### src/rtl/cordic_arb_pkg.sv
// Shared types for the CORDIC job arbiter: requester id, result entry, FSM states.
package cordic_arb_pkg;

    localparam int CORDIC_DATA_W = 32;

    typedef logic req_id_t;

    typedef struct packed {
        req_id_t                  tag;
        logic [CORDIC_DATA_W-1:0] data;
    } res_entry_t;

    typedef enum logic [1:0] {
        S_INIT  = 2'd0,
        S_RUN   = 2'd1,
        S_DRAIN = 2'd2
    } state_e;

endpackage

### src/rtl/cordic_job_arbiter_if.sv
// Requester-side operand/result handshake bundle for both arbiter ports.
interface cordic_job_arbiter_if #(
    parameter int DATA_W = cordic_arb_pkg::CORDIC_DATA_W
);
    logic [1:0]          req_valid;
    logic [2*DATA_W-1:0] req_data;
    logic [1:0]          req_ready;
    logic [1:0]          rsp_valid;
    logic [DATA_W-1:0]   rsp_data;
    logic [1:0]          rsp_ready;

    modport master (
        output req_valid, req_data, rsp_ready,
        input  req_ready, rsp_valid, rsp_data
    );

    modport slave (
        input  req_valid, req_data, rsp_ready,
        output req_ready, rsp_valid, rsp_data
    );
endinterface

### src/rtl/cordic_arb_fifo.sv
// Synchronous FIFO with occupancy count and a same-edge clear (clear beats push/pop).
module cordic_arb_fifo #(
    parameter int WIDTH = 1,
    parameter int DEPTH = 8,
    localparam int AW = $clog2(DEPTH),
    localparam int CW = AW + 1
) (
    input  logic             clk,
    input  logic             rst_n,
    input  logic             push,
    input  logic [WIDTH-1:0] wdata,
    input  logic             pop,
    input  logic             clear,
    output logic [WIDTH-1:0] rdata,
    output logic [CW-1:0]    count,
    output logic             empty,
    output logic             full
);
    logic [WIDTH-1:0] mem_q [DEPTH];
    logic [AW-1:0]    wr_ptr_q, wr_ptr_d, rd_ptr_q, rd_ptr_d;
    logic [CW-1:0]    count_q, count_d;
    logic             do_push, do_pop;

    assign empty   = (count_q == '0);
    assign full    = (count_q == CW'(DEPTH));
    assign count   = count_q;
    assign rdata   = mem_q[rd_ptr_q];
    assign do_push = push & ~full;
    assign do_pop  = pop & ~empty;

    always_comb begin
        wr_ptr_d = wr_ptr_q;
        rd_ptr_d = rd_ptr_q;
        count_d  = count_q;
        if (clear) begin
            wr_ptr_d = '0;
            rd_ptr_d = '0;
            count_d  = '0;
        end else begin
            if (do_push) wr_ptr_d = wr_ptr_q + AW'(1);
            if (do_pop)  rd_ptr_d = rd_ptr_q + AW'(1);
            count_d = count_q + CW'(do_push) - CW'(do_pop);
        end
    end

    always_ff @(posedge clk or negedge rst_n) begin
        if (!rst_n) begin
            wr_ptr_q <= '0;
            rd_ptr_q <= '0;
            count_q  <= '0;
        end else begin
            wr_ptr_q <= wr_ptr_d;
            rd_ptr_q <= rd_ptr_d;
            count_q  <= count_d;
        end
    end

    // Storage is not reset; count/empty guard every read of it.
    always_ff @(posedge clk) begin
        if (do_push && !clear) mem_q[wr_ptr_q] <= wdata;
    end

endmodule

### src/rtl/cordic_job_arbiter.sv
// Two-requester front end for the shared CORDIC: arbitrate, tag, buffer results with credits.
// CORDIC_ARB_PRIO_EN: requester 0 has strict priority (default build is round-robin).
module cordic_job_arbiter
    import cordic_arb_pkg::*;
#(
    parameter int DATA_W  = CORDIC_DATA_W,
    parameter int MAX_OUT = 8
) (
    input  logic                HCLK,
    input  logic                HRESETn,
    cordic_job_arbiter_if.slave rq,
    input  logic                flush,
    output logic [DATA_W-1:0]   cordic_in,
    output logic                cordic_valid_in,
    input  logic [DATA_W-1:0]   cordic_out,
    input  logic                cordic_valid_out,
    output logic                busy,
    output logic                err_spurious
);
    localparam int CW = $clog2(MAX_OUT) + 1;

    typedef struct packed {
        req_id_t           tag;
        logic [DATA_W-1:0] data;
    } entry_t;

    state_e            state_q, state_d;
    logic [DATA_W-1:0] cordic_in_q, cordic_in_d;
    logic              cordic_valid_in_q, cordic_valid_in_d;
    logic              busy_q, busy_d;
    logic              err_q, err_d;

    logic [CW-1:0] inflight, res_cnt, occupancy, inflight_nxt, res_cnt_nxt;
    logic          tag_empty, tag_full, res_empty, res_full;
    req_id_t       grant, tag_head;
    entry_t        res_wdata, res_head;
    logic          run, credit, accept, ret, res_wr, res_clear, rsp_pop;
    logic [1:0]    ready;

    assign run       = (state_q == S_RUN);
    assign occupancy = inflight + res_cnt;
    assign credit    = (occupancy < CW'(MAX_OUT)) & ~tag_full;

`ifdef CORDIC_ARB_PRIO_EN
    assign grant = rq.req_valid[0] ? 1'b0 : rq.req_valid[1];
`else
    logic rr_ptr_q, rr_ptr_d;

    always_comb begin
        grant = rr_ptr_q;
        if (!rq.req_valid[rr_ptr_q] && rq.req_valid[~rr_ptr_q]) grant = ~rr_ptr_q;
        rr_ptr_d = accept ? ~grant : rr_ptr_q;
    end

    always_ff @(posedge HCLK or negedge HRESETn) begin
        if (!HRESETn) rr_ptr_q <= 1'b0;
        else          rr_ptr_q <= rr_ptr_d;
    end
`endif

    always_comb begin
        ready = 2'b00;
        if (run && !flush && credit) ready[grant] = 1'b1;
    end

    assign rq.req_ready = ready;
    assign accept       = |(rq.req_valid & ready);

    // The tag FIFO count doubles as the in-flight counter.
    assign ret       = cordic_valid_out & ~tag_empty;
    assign res_wr    = ret & run;
    assign res_clear = run & flush;
    assign res_wdata = '{tag: tag_head, data: cordic_out};

    cordic_arb_fifo #(.WIDTH(1), .DEPTH(MAX_OUT)) u_tag_fifo (
        .clk   (HCLK),
        .rst_n (HRESETn),
        .push  (accept),
        .wdata (grant),
        .pop   (ret),
        .clear (1'b0),
        .rdata (tag_head),
        .count (inflight),
        .empty (tag_empty),
        .full  (tag_full)
    );

    cordic_arb_fifo #(.WIDTH($bits(entry_t)), .DEPTH(MAX_OUT)) u_res_fifo (
        .clk   (HCLK),
        .rst_n (HRESETn),
        .push  (res_wr),
        .wdata (res_wdata),
        .pop   (rsp_pop),
        .clear (res_clear),
        .rdata (res_head),
        .count (res_cnt),
        .empty (res_empty),
        .full  (res_full)
    );

    assign rq.rsp_valid = res_empty ? 2'b00 : 2'(2'b01 << res_head.tag);
    assign rq.rsp_data  = res_empty ? '0 : res_head.data;
    assign rsp_pop      = |(rq.rsp_valid & rq.rsp_ready);

    always_comb begin
        inflight_nxt = inflight + CW'(accept) - CW'(ret);
        res_cnt_nxt  = res_clear ? '0
                     : res_cnt + CW'(res_wr & ~res_full) - CW'(rsp_pop & ~res_empty);
        busy_d       = (inflight_nxt + res_cnt_nxt) != '0;
        err_d        = err_q | (cordic_valid_out & tag_empty);
        cordic_valid_in_d = accept;
        cordic_in_d       = '0;
        if (accept) cordic_in_d = grant ? rq.req_data[2*DATA_W-1:DATA_W] : rq.req_data[DATA_W-1:0];

        state_d = state_q;
        case (state_q)
            S_INIT:  state_d = S_RUN;
            S_RUN:   if (flush) state_d = S_DRAIN;
            S_DRAIN: if (inflight == '0) state_d = S_RUN;
            default: state_d = S_INIT;
        endcase
    end

    always_ff @(posedge HCLK or negedge HRESETn) begin
        if (!HRESETn) begin
            state_q           <= S_INIT;
            cordic_in_q       <= '0;
            cordic_valid_in_q <= 1'b0;
            busy_q            <= 1'b0;
            err_q             <= 1'b0;
        end else begin
            state_q           <= state_d;
            cordic_in_q       <= cordic_in_d;
            cordic_valid_in_q <= cordic_valid_in_d;
            busy_q            <= busy_d;
            err_q             <= err_d;
        end
    end

    assign cordic_in       = cordic_in_q;
    assign cordic_valid_in = cordic_valid_in_q;
    assign busy            = busy_q;
    assign err_spurious    = err_q;

endmodule

### src/flat_wrapper.sv
// flat-port wrapper written by rule: the top's interface ports become plain ports
module cordic_job_arbiter_flat import cordic_arb_pkg::*;
#(
    parameter int DATA_W  = CORDIC_DATA_W,
    parameter int MAX_OUT = 8
)
  (HCLK, HRESETn, flush, cordic_in, cordic_valid_in, cordic_out, cordic_valid_out, busy, err_spurious, rq_req_valid, rq_req_data, rq_rsp_ready, rq_req_ready, rq_rsp_valid, rq_rsp_data);
  cordic_job_arbiter_if #(.DATA_W(DATA_W)) rq_i ();
  input  logic HCLK;
  input  logic HRESETn;
  input  logic flush;
  output logic [DATA_W-1:0] cordic_in;
  output logic cordic_valid_in;
  input  logic [DATA_W-1:0] cordic_out;
  input  logic cordic_valid_out;
  output logic busy;
  output logic err_spurious;
  input wire logic [$bits(rq_i.req_valid)-1:0] rq_req_valid;
  input wire logic [$bits(rq_i.req_data)-1:0] rq_req_data;
  input wire logic [$bits(rq_i.rsp_ready)-1:0] rq_rsp_ready;
  output wire logic [$bits(rq_i.req_ready)-1:0] rq_req_ready;
  output wire logic [$bits(rq_i.rsp_valid)-1:0] rq_rsp_valid;
  output wire logic [$bits(rq_i.rsp_data)-1:0] rq_rsp_data;
  assign rq_i.req_valid = rq_req_valid;
  assign rq_i.req_data = rq_req_data;
  assign rq_i.rsp_ready = rq_rsp_ready;
  assign rq_req_ready = rq_i.req_ready;
  assign rq_rsp_valid = rq_i.rsp_valid;
  assign rq_rsp_data = rq_i.rsp_data;
  cordic_job_arbiter #(.DATA_W(DATA_W), .MAX_OUT(MAX_OUT)) u_core (.HCLK(HCLK), .HRESETn(HRESETn), .rq(rq_i), .flush(flush), .cordic_in(cordic_in), .cordic_valid_in(cordic_valid_in), .cordic_out(cordic_out), .cordic_valid_out(cordic_valid_out), .busy(busy), .err_spurious(err_spurious));
endmodule
### config.mk
export PLATFORM = sky130hd
export DESIGN_NAME = cordic_job_arbiter_flat
export DESIGN_NICKNAME = d
export VERILOG_FILES = /design/src/rtl/cordic_arb_pkg.sv /design/src/rtl/cordic_job_arbiter_if.sv /design/src/rtl/cordic_arb_fifo.sv /design/src/rtl/cordic_job_arbiter.sv /design/src/flat_wrapper.sv
export SDC_FILE = /design/constraint.sdc
export NUM_CORES = 1
export LEC_CHECK = 0
export ABC_CLOCK_PERIOD_IN_PS = 13700
export BUFFER_PORTS_ARGS = -buffer_cell sky130_fd_sc_hd__buf_4
export CAP_MARGIN = 20
export CORE_MARGIN = 2
export CORE_UTILIZATION = 45
export CTS_BUF_LIST = sky130_fd_sc_hd__clkbuf_4 sky130_fd_sc_hd__clkbuf_8 sky130_fd_sc_hd__clkbuf_16
export CTS_CLUSTER_DIAMETER = 40
export DETAILED_ROUTE_END_ITERATION = 12
export GPL_ROUTABILITY_DRIVEN = 0
export PLACE_DENSITY_LB_ADDON = 0.2
export SLEW_MARGIN = 20
export SYNTH_ARGS = -nofsm -noshare
export SYNTH_HDL_FRONTEND = slang
export SYNTH_SLANG_ARGS = --single-unit
### constraint.sdc
create_clock -name HCLK -period 13.7 [get_ports HCLK]
set_clock_uncertainty 0.15 [all_clocks]
set_input_delay 0.685 -clock HCLK [delete_from_list [all_inputs] [get_ports HCLK]]
set_output_delay 0.685 -clock HCLK [all_outputs]
set_load 0.005 [all_outputs]
==> results.yml, run 1 <==
final_layout:
  finalNetCount: 1048
  fin_area_sq_um: 16600
  layoutNonFillerInstCount: 1337
  syn_to_final_growth_pct: 24.2
  drive_gt1_share_pct: 36.9
worst_setup_path:
  crit_family: "adder cells"
  crit_arrival_ns: 5.02
  crit_fanout: 15
  worstPathRequired_ns: 13.93
  path_class: "reg2reg"
  worstSetupStartpointType: "flop"
  rrSetupSlack_ns: 8.91
  r2r_cells: 16
  crit_path_end_kind: "flop"
  cp_slowest_cell: "dfrtp_4"
  critPathBufInv: 2
  crit_top_cell: "ha_1"
  timing.rr.start: "u_core.u_res_fifo.rd_ptr_q[0]$_DFFE_PN0P_"
  cp_slowest_stage_delay_ns: 0.62
  crit_chain: "mux4_2, mux2i_1, mux2i_1, ha_1, inv_1, ha_1, fa_1, nand2_1, ha_1, inv_1, ha_1, a21o_1, a21oi_1, xnor2_1, xnor2_1, or4_1"
  r2r_end: "u_core.busy$_DFF_PN0_"
placed_design:
  dp.cells: 1265
  placed_cell_area_sq_um: 15200
  dp_hpwl_um: 15900
  dp_slack_ns: 8.89
  io_buffers: 174
floorplan:
  die_w_um: 176
  coreArea_sq_um: 29400
  boundaryPins: 175
  rows: 63
  dieArea_sq_um: 31100
  die_y_um: 176
  initial_core_util_pct: 45.4
sta:
  slew-limit-headroom_pct: 33.7
  rsz0062_at_grt: "false"
  fin_hold_ws_ns: 0.0818
  fin_ws_ns: 8.91
  fin_tns_setup_ns: 0
  tightest_slew_ns: 0.995
  hold_viol: 0
  setup_viol_count_final: 0
  slew_viol_final: 0
  fmax_mhz: 209
  post-route-period-util_pct: 34.9
  fin_crit_ns: 4.79
power:
  p_leak_nw: 6.21
  power.density_nw_per_um2: 203
  vdd_ir_drop_max_uv: 118
synthesis:
  synth_area_leaders: "edfxtp_1, mux4_2, dfrtp_1"
  synth_compound_area_share_pct: 1.12
  yosys.cell_count.top_type: "edfxtp_1"
  synth_nets: 848
  synth_top_area_share_pct: 61.2
  synth_top_family_by_area: "multiplexers"
  synth-xor-area-share_pct: 0.984
  seq_area_frac_synth_pct: 72.1
  synth_fa_ha_area_share_pct: 2.76
  ys_ff_latch: 330
  syn-cell-area_sq_um: 13300
  synth.avg_cell_area_sq_um: 18.6
  synth-simple-area-share_pct: 4.47
  synth_mux_area_share_pct: 16.9
  synth_top_area_cell: "edfxtp_1"
  synthArstFlopShare_pct: 17.6
  synth_cell_types: 40
  yosys_most_used_dff: "edfxtp_1"
  synthCells: 717
  ys_warn_count: 0
  synth_edf_count: 272
  ys_top_cells_by_count: "edfxtp_1, nor2_1, mux2i_1, mux4_2, dfrtp_1"
job:
  cap_violations: 0
clock_network:
  clkSinkCount: 330
  clk_pin_slew_worst_paths_ns: 0.05
  cts_tree: "done"
  h-tree-depth: 2
  root_buffer: "clkbuf_16"
  cts_resized: 0
  clk_latency_ns: 0.52
  clock_path_buffers: 3
  cts_setup_buffers: 0
  ctsHoldBuffers: 0
  cts-buffers-inserted: 40
drt:
  vias: 6978
  drc: 0
  ant_nets: 0
  firstDrtPassIters: 4
  drt-vias-per-instance: 5.22
  finalWirelength_um: 26200
  wl_per_cell_um: 19.6
  drt_iter0_drc: 474
worst_hold_path:
  hp-class: "in2async"
status:
  status: "finished clean"
grt:
  antenna_found_initial: 1
  grt_max_degree: 68
  grt_overflow: 0
  grt_pass1_wl_um: 41200
  first_global_vias: 7346
  grt.total_usage_pct: 17.5
-- through the flow --
stage | power (mW) | util (%)
2_1_floorplan | 1.96 | -
3_3_place_gp | 2.32 | 51.6
3_5_place_dp | 2.33 | 51.6
4_1_cts | 3.42 | 56.3
5_1_grt | 3.57 | 56.4
6_report | 3.36 | 56.4
-- layer usage --
metal / part of all wire (%) / routed length (um) / up-vias / global-route usage (%)
li1: - / - / 3195 / -
met1: 41 / 10700 / 3505 / 22.4
met2: 49 / 13000 / 241 / 29.5
met3: 8.1 / 2120 / 37 / 4.97
met4: 1.6 / 418 / 0 / 4.44
met5: 0 / 0 / - / 0
-- sequential cells by signal, indices dropped and copies added, names as in the netlist --
register,cells
u_core.busy,1
u_core.cordic_in,32
u_core.cordic_valid_in,1
u_core.err_spurious,1
u_core.rr_ptr_q,1
u_core.state_q,2
u_core.u_res_fifo.count,4
u_core.u_res_fifo.mem_q,264
u_core.u_res_fifo.rd_ptr_q,3
u_core.u_res_fifo.wr_ptr_q,3
u_core.u_tag_fifo.count,4
u_core.u_tag_fifo.mem_q,8
u_core.u_tag_fifo.rd_ptr_q,3
u_core.u_tag_fifo.wr_ptr_q,3
-- logic make-up after synthesis --
| kind of cell | Yosys count |
|---|---|
| xor+xnor | 15 |
| fa+ha+maj | 27 |
| flops | 330 |
| compound gates | 20 |
| mux | 140 |
| simple gates | 132 |
| buf+inv | 53 |
-- worst max path at each step --
stage | start | end | slack, ns | cells after the start
after floorplan | u_core.u_tag_fifo.count[3]$_DFF_PN0_ | u_core.u_res_fifo.mem_q[0][0]$_DFFE_PP_ | 9.35 | 6
after global placement | u_core.u_res_fifo.rd_ptr_q[0]$_DFFE_PN0P_ | u_core.busy$_DFF_PN0_ | 8.89 | 16
after detailed placement | u_core.u_res_fifo.rd_ptr_q[0]$_DFFE_PN0P_ | u_core.busy$_DFF_PN0_ | 8.89 | 16
after CTS | u_core.u_res_fifo.rd_ptr_q[0]$_DFFE_PN0P_ | u_core.busy$_DFF_PN0_ | 8.86 | 16
after global routing | u_core.u_res_fifo.rd_ptr_q[0]$_DFFE_PN0P_ | u_core.busy$_DFF_PN0_ | 8.56 | 16
final | u_core.u_res_fifo.rd_ptr_q[0]$_DFFE_PN0P_ | u_core.busy$_DFF_PN0_ | 8.91 | 16
-- worst reg2reg max path, cell delays in order (launching register included) --
cell,delay [ns]
dfrtp_4,0.62
mux4_2,0.57
mux2i_1,0.25
mux2i_1,0.40
ha_1,0.19
inv_1,0.04
ha_1,0.21
fa_1,0.50
nand2_1,0.07
ha_1,0.28
inv_1,0.06
ha_1,0.29
a21o_1,0.17
a21oi_1,0.16
xnor2_1,0.15
xnor2_1,0.07
or4_1,0.46
-- power by group --
group / total [mW] / internal [mW] / switching (mW)
combinational: 1.03 / 0.536 / 0.495
clock: 1.08 / 0.675 / 0.404
sequential: 1.25 / 1.18 / 0.0689
-- layout make-up --
class / count / area, sq um
inverters: 24 / 90.1
repair buffers: 187 / 1410
clock buffers: 48 / 1110
diodes: 1 / 2.50
fillers: 2321 / 12800
well taps: 390 / 488
clock inverters: 23 / 277
flip-flops and latches: 330 / 9630
multi-input cells: 334 / 3570
-- cells in the final DEF (no fill, tap or decap), drive strengths merged, types with 7 or more instances in the layout --
master | netlist | final
buf | 19 | 187
clkbuf | 10 | 48
clkinv | 0 | 12
dfrtp | 58 | 58
edfxtp | 272 | 272
ha | 23 | 23
inv | 24 | 27
mux2i | 68 | 68
mux4 | 68 | 68
nand2 | 16 | 16
nand3 | 7 | 7
nor2 | 80 | 80
xnor2 | 12 | 12
Note: power is estimated with default switching activity, not from simulation.
==> run 2: changes to the inputs <==
- ABC_CLOCK_PERIOD_IN_PS: 13700 -> 3930
- clock period: 13.7 -> 3.93 ns (I/O delays scaled with it)
==> run 2 against run 1 <==
Against the previous run: the run now ends with setup timing left; via count rose by 9.7%; sequential share of layout area decreased by 5.3 points; critical path depth did not move; cell count is 11% higher; register-to-register slack worse by 9.2 ns; highest routed layer unchanged.
==> results.yml, run 2 (same netlist as run 1, synthesis figures left out) <==
grt:
  grt_overflow: 0
  grt_max_degree: 68
  grt_pass1_wl_um: 45400
  antenna_found_initial: 1
  grt.total_usage_pct: 19.2
  first_global_vias: 8286
power:
  power.density_nw_per_um2: 715
  p_total_mw: 13.0
  p_sw_mw: 3.70
  vdd_ir_drop_max_uv: 395
  swShare_pct: 28.4
  p_int_mw: 9.32
  power_frac_clock_pct: 33.5
  seqPwrFrac_pct: 32.9
  p_leak_nw: 6.91
  combPwrFrac_pct: 33.6
worst_setup_path:
  path_class: "reg2reg"
  r2r_cells: 16
  cp-startpoint: "u_core.u_res_fifo.rd_ptr_q[0]$_DFFE_PN0P_"
  crit_arrival_ns: 4.44
  r2r_end: "u_core.busy$_DFF_PN0_"
  rrSetupSlack_ns: -0.27
  crit_path_end_kind: "flop"
  critPathBufInv: 2
  crit_fanout: 3
  cp_slowest_stage_delay_ns: 0.55
  cp_num_cells: 16
  crit_chain: "mux4_2, mux2i_4, mux2i_2, ha_1, inv_1, ha_2, fa_1, nand2_2, ha_4, inv_4, ha_4, a21o_1, a21oi_2, xnor2_1, xnor2_1, or4_1"
  crit_family: "adder cells"
  crit_end: "u_core.busy$_DFF_PN0_"
  worstSetupStartpointType: "flop"
  timing.rr.start: "u_core.u_res_fifo.rd_ptr_q[0]$_DFFE_PN0P_"
  cp_slowest_cell: "mux4_2"
  worstPathRequired_ns: 4.17
clock_network:
  h-tree-depth: 2
  clkSinkCount: 330
  clock_path_buffers: 3
  cts-buffers-inserted: 44
  clk_pin_slew_worst_paths_ns: 0.06
  cts_tree: "done"
  clk_latency_ns: 0.52
  root_buffer: "clkbuf_16"
drt:
  vias: 7657
  wl_met2_um: 14800
  top_layer: "met4"
  finalWirelength_um: 29200
  drt-vias-per-instance: 5.17
  drc: 0
  drt-met1-wl_um: 12100
  drt_iter0_drc: 501
  wl_per_cell_um: 19.7
  met3_length_um: 1880
  ant_nets: 0
  firstDrtPassIters: 4
sta:
  fin_ws_ns: -0.273
  post-route-period-util_pct: 107
  fin_hold_ws_ns: 0.103
  fin_crit_ns: 4.20
  fmax_mhz: 238
  hold_viol: 0
  rsz0062_at_grt: "true"
  fin_tns_setup_ns: -0.273
  slew_viol_final: 0
  tightest_slew_ns: 0.993
  slew-limit-headroom_pct: 33.8
  setup_viol_count_final: 1
placed_design:
  io_buffers: 174
  dp_hpwl_um: 16300
  placed_cell_area_sq_um: 15500
floorplan:
  die_y_um: 176
  dieArea_sq_um: 31100
  rows: 63
  coreArea_sq_um: 29400
  initial_core_util_pct: 45.4
  die_w_um: 176
  boundaryPins: 175
job:
  cap_violations: 0
final_layout:
  drive_gt1_share_pct: 36.8
  largest_register_ffs: 264
  finalNetCount: 1184
  final_common_cell: "edfxtp_1"
  largest_register: "u_core.u_res_fifo.mem_q"
  final_cell_mix: "edfxtp_1, buf_4, dlygate4sd3_1, nor2_1, mux4_2"
  fin_area_sq_um: 18200
  syn_to_final_growth_pct: 36.5
worst_hold_path:
  hp-class: "in2reg"
status:
  status: "finished with violations"
  violations: "setup timing"
run 2: cell types whose count changed in the layout (fill, tap and decap cells not counted), moves of 2 or more:
| cell | delta |
|---|---|
| bufinv_16 | +5 |
| dlygate4sd3_1 | +103 |
| buf_12 | +4 |
| clkbuf_16 | +2 |
| ha_4 | +3 |
| clkbuf_8 | +3 |
| nor3_2 | -2 |
| buf_4 | +26 |
| nor3_4 | +2 |
| ha_1 | -4 |
| clkinv_1 | -3 |
| mux2i_1 | -2 |
run 2: layout make-up:
type | count | area (sq um)
diodes | 1 | 2.50
inverters | 24 | 92.6
flip-flops and latches | 330 | 9630
clock buffers | 53 | 1200
clock inverters | 29 | 462
repair buffers | 319 | 2700
well taps | 390 | 488
multi-input cells | 334 | 3650
fillers | 2076 | 11200
run 2: power groups by stage:
stage / registers, mW / logic, mW / clock network, mW
finish: 4.28 / 4.38 / 4.37
global route: 4.31 / 4.84 / 4.60
CTS: 4.28 / 4.32 / 4.46
detailed placement: 4.34 / 4.11 / 0
global placement: 4.33 / 4.07 / 0
floorplan: 4.34 / 2.56 / 0
run 2: worst min path at each step:
stage	start	endpoint	slack [ns]	cells past startpoint
global route	rq_req_valid[0]	u_core.u_tag_fifo.wr_ptr_q[2]$_DFFE_PN0N_	0.12	4
detailed placement	HRESETn	u_core.cordic_in[18]$_DFF_PN0_	0.17	1
finish	rq_req_valid[0]	u_core.u_tag_fifo.wr_ptr_q[2]$_DFFE_PN0N_	0.10	4
floorplan	HRESETn	u_core.busy$_DFF_PN0_	-0.25	0
global placement	HRESETn	u_core.cordic_in[18]$_DFF_PN0_	0.16	1
CTS	rq_req_valid[0]	u_core.u_tag_fifo.wr_ptr_q[2]$_DFFE_PN0N_	0.08	4
run 2: worst register-to-register path: cells and delay by family, from the launching register on:
kind / cells / cell delay, ns
AO/OA/AOI/OAI: 2 / 0.30
XOR/XNOR: 2 / 0.23
adder cells (fa/ha/maj): 5 / 1.25
buffers and inverters: 2 / 0.13
flip-flops: 1 / 0.43
multiplexers: 3 / 1.03
AND/OR/NAND/NOR: 2 / 0.56
run 2: through the flow:
| stage | worst slack (ns) | utilization, % | cells |
|---|---|---|---|
| 2_1_floorplan | -0.275 | - | 717 |
| 3_3_place_gp | -0.302 | 52.6 | 1291 |
| 3_5_place_dp | -0.344 | 52.6 | 1291 |
| 4_1_cts | -0.287 | 61.8 | 1477 |
| 5_1_grt | -0.440 | 62.0 | 1480 |
| 6_report | -0.273 | 62.0 | 1480 |
run 2: repair_timing:
item,CTS,global route
pin swaps,1,3
resized for setup,2,5
hold buffers,103,0
setup buffers,1,2
hold endpoints to repair,354,0
endpoints found under the setup margin,1,1
run 2: metal layers:
layer	GRT usage (%)	vias to the layer above
met5	0	-
met4	4.61	0
met3	4.61	40
met2	33.3	254
met1	24.4	3894
li1	-	3469
==> run 3: changes to the inputs <==
- ABC_CLOCK_PERIOD_IN_PS: 3930 -> 4550
- clock period: 3.93 -> 4.55 ns (I/O delays scaled with it)
==> run 3 against run 2 <==
Against the previous run: the run now ends clean; cell count fell by 1.6%; combinational power is 21% lower; utilization down 1.7 points; sequential power fell by 13%; critical path type unchanged; routed wire length shrank 2.7%; hold slack lost 0.052 ns; largest cell class unchanged; clock power shrank 27%.
==> results.yml, run 3 (same netlist as run 1, synthesis figures left out) <==
status:
  status: "finished clean"
drt:
  drc: 0
  ant_nets: 0
  finalWirelength_um: 28400
  drt_iter0_drc: 433
  drt-vias-per-instance: 5.14
  wl_per_cell_um: 19.5
  vias: 7478
  firstDrtPassIters: 4
final_layout:
  drive_gt1_share_pct: 34.9
  final_cell_mix: "edfxtp_1, buf_4, dlygate4sd3_1, nor2_1, mux4_2"
  nFillCells: 2161
  seqCellArea_sq_um: 9630
  final_core_utilization_pct: 60.3
  multi_input_area_sq_um: 3600
  largest_register_ffs: 264
  largest_register: "u_core.u_res_fifo.mem_q"
  finalNetCount: 1162
  final_common_cell: "edfxtp_1"
  syn_to_final_growth_pct: 32.8
clock_network:
  cts_tree: "done"
  clk_latency_ns: 0.52
  clock_path_buffers: 3
  clk_pin_slew_worst_paths_ns: 0.05
  h-tree-depth: 2
  clkSinkCount: 330
  cts-buffers-inserted: 42
  root_buffer: "clkbuf_16"
worst_setup_path:
  critPathBufInv: 2
  crit_fanout: 4
  crit_path_end_kind: "flop"
  worstSetupStartpointType: "flop"
  cp_slowest_stage_delay_ns: 0.55
  path_class: "reg2reg"
  worstPathRequired_ns: 4.77
  crit_family: "adder cells"
  cp_slowest_cell: "mux4_2"
  crit_chain: "mux4_2, mux2i_4, mux2i_2, ha_1, inv_1, ha_2, fa_1, nand2_1, ha_1, inv_2, ha_1, a21o_1, a21oi_2, xnor2_1, xnor2_1, or4_1"
  crit_arrival_ns: 4.58
  crit_top_cell: "ha_1"
  rrSetupSlack_ns: 0.19
sta:
  fmax_mhz: 229
  post-route-period-util_pct: 95.8
  fin_hold_ws_ns: 0.0511
  fin_crit_ns: 4.36
  hold_viol: 0
  tightest_slew_ns: 0.987
  slew-limit-headroom_pct: 34.2
  slew_viol_final: 0
  fin_tns_setup_ns: 0
  setup_viol_count_final: 0
placed_design:
  io_buffers: 174
  dp_hpwl_um: 16100
grt:
  first_global_vias: 8148
  grt_max_degree: 68
  grt_pass1_wl_um: 44600
  grt.total_usage_pct: 18.8
  antenna_found_initial: 1
  grt_overflow: 0
power:
  power.density_nw_per_um2: 586
  vdd_ir_drop_max_uv: 353
  p_leak_nw: 6.69
floorplan:
  initial_core_util_pct: 45.4
  rows: 63
  coreArea_sq_um: 29400
  boundaryPins: 175
  die_y_um: 176
  die_w_um: 176
  dieArea_sq_um: 31100
worst_hold_path:
  hp-class: "in2reg"
job:
  cap_violations: 0
run 3: worst register-to-register path, cell delays in order (launching register included):
cell and delay, ns:
dfrtp_4 0.44, mux4_2 0.55, mux2i_4 0.20, mux2i_2 0.26
ha_1 0.17, inv_1 0.05, ha_2 0.19, fa_1 0.50
nand2_1 0.06, ha_1 0.30, inv_2 0.05, ha_1 0.28
a21o_1 0.20, a21oi_2 0.15, xnor2_1 0.14, xnor2_1 0.08
or4_1 0.46
run 3: power by group:
group          switching [mW]  internal, mW
Clock                    1.25          1.95
Sequential              0.170          3.55
Combinational            1.64          1.81
run 3: layer usage:
metal  vias to the layer above  global-route usage [%]  part of all wire, %
li1                       3428                       -                    -
met1                      3756                    23.2                   40
met2                       244                    32.8                   51
met3                        50                    5.32                  7.3
met4                         0                    4.92                  1.9
met5                         -                       0                    0
run 3: per-stage QoR:
step / instances / setup slack (ns) / area, sq um / power, mW
after floorplan: 717 / 0.195 / 13300 / 5.91
after global placement: 1274 / 0.147 / 15300 / 7.03
after detailed placement: 1274 / 0.132 / 15300 / 7.06
after CTS: 1454 / 0.0838 / 17700 / 10.4
after global routing: 1456 / -0.00172 / 17700 / 11.0
final: 1456 / 0.190 / 17700 / 10.4
run 3: timing repair:
| item | CTS | global route |
|---|---|---|
| setup buffers | 0 | 1 |
| endpoints found under the setup margin | 0 | 1 |
| resized for setup | 0 | 8 |
| hold buffers | 102 | 0 |
| endpoints found under the hold margin | 361 | 0 |
run 3: area by class of cell:
type / instances / share of cell area [%]
Sequential cell: 330 / 54.3
Multi-Input combinational cell: 334 / 20.3
Timing Repair Buffer: 299 / 14.3
Clock buffer: 56 / 6.82
Tap cell: 390 / 2.75
Clock inverter: 22 / 1.02
Inverter: 24 / 0.508
Antenna cell: 1 / 0.0141
run 3: path summary, 6_finish.rpt:
kind	start	end	cells past startpoint
worst max-delay path	u_core.u_res_fifo.rd_ptr_q[0]$_DFFE_PN0P_	u_core.busy$_DFF_PN0_	16
worst min register to register	u_core.u_tag_fifo.rd_ptr_q[2]$_DFFE_PN0P_	u_core.u_tag_fifo.rd_ptr_q[2]$_DFFE_PN0P_	1
min in group asynchronous	HRESETn	u_core.cordic_valid_in$_DFF_PN0_	2
worst max register to register	u_core.u_res_fifo.rd_ptr_q[0]$_DFFE_PN0P_	u_core.busy$_DFF_PN0_	16
worst min-delay path	rq_rsp_ready[0]	u_core.u_res_fifo.rd_ptr_q[2]$_DFFE_PN0P_	5
max in group asynchronous	HRESETn	u_core.u_res_fifo.rd_ptr_q[0]$_DFFE_PN0P_	2
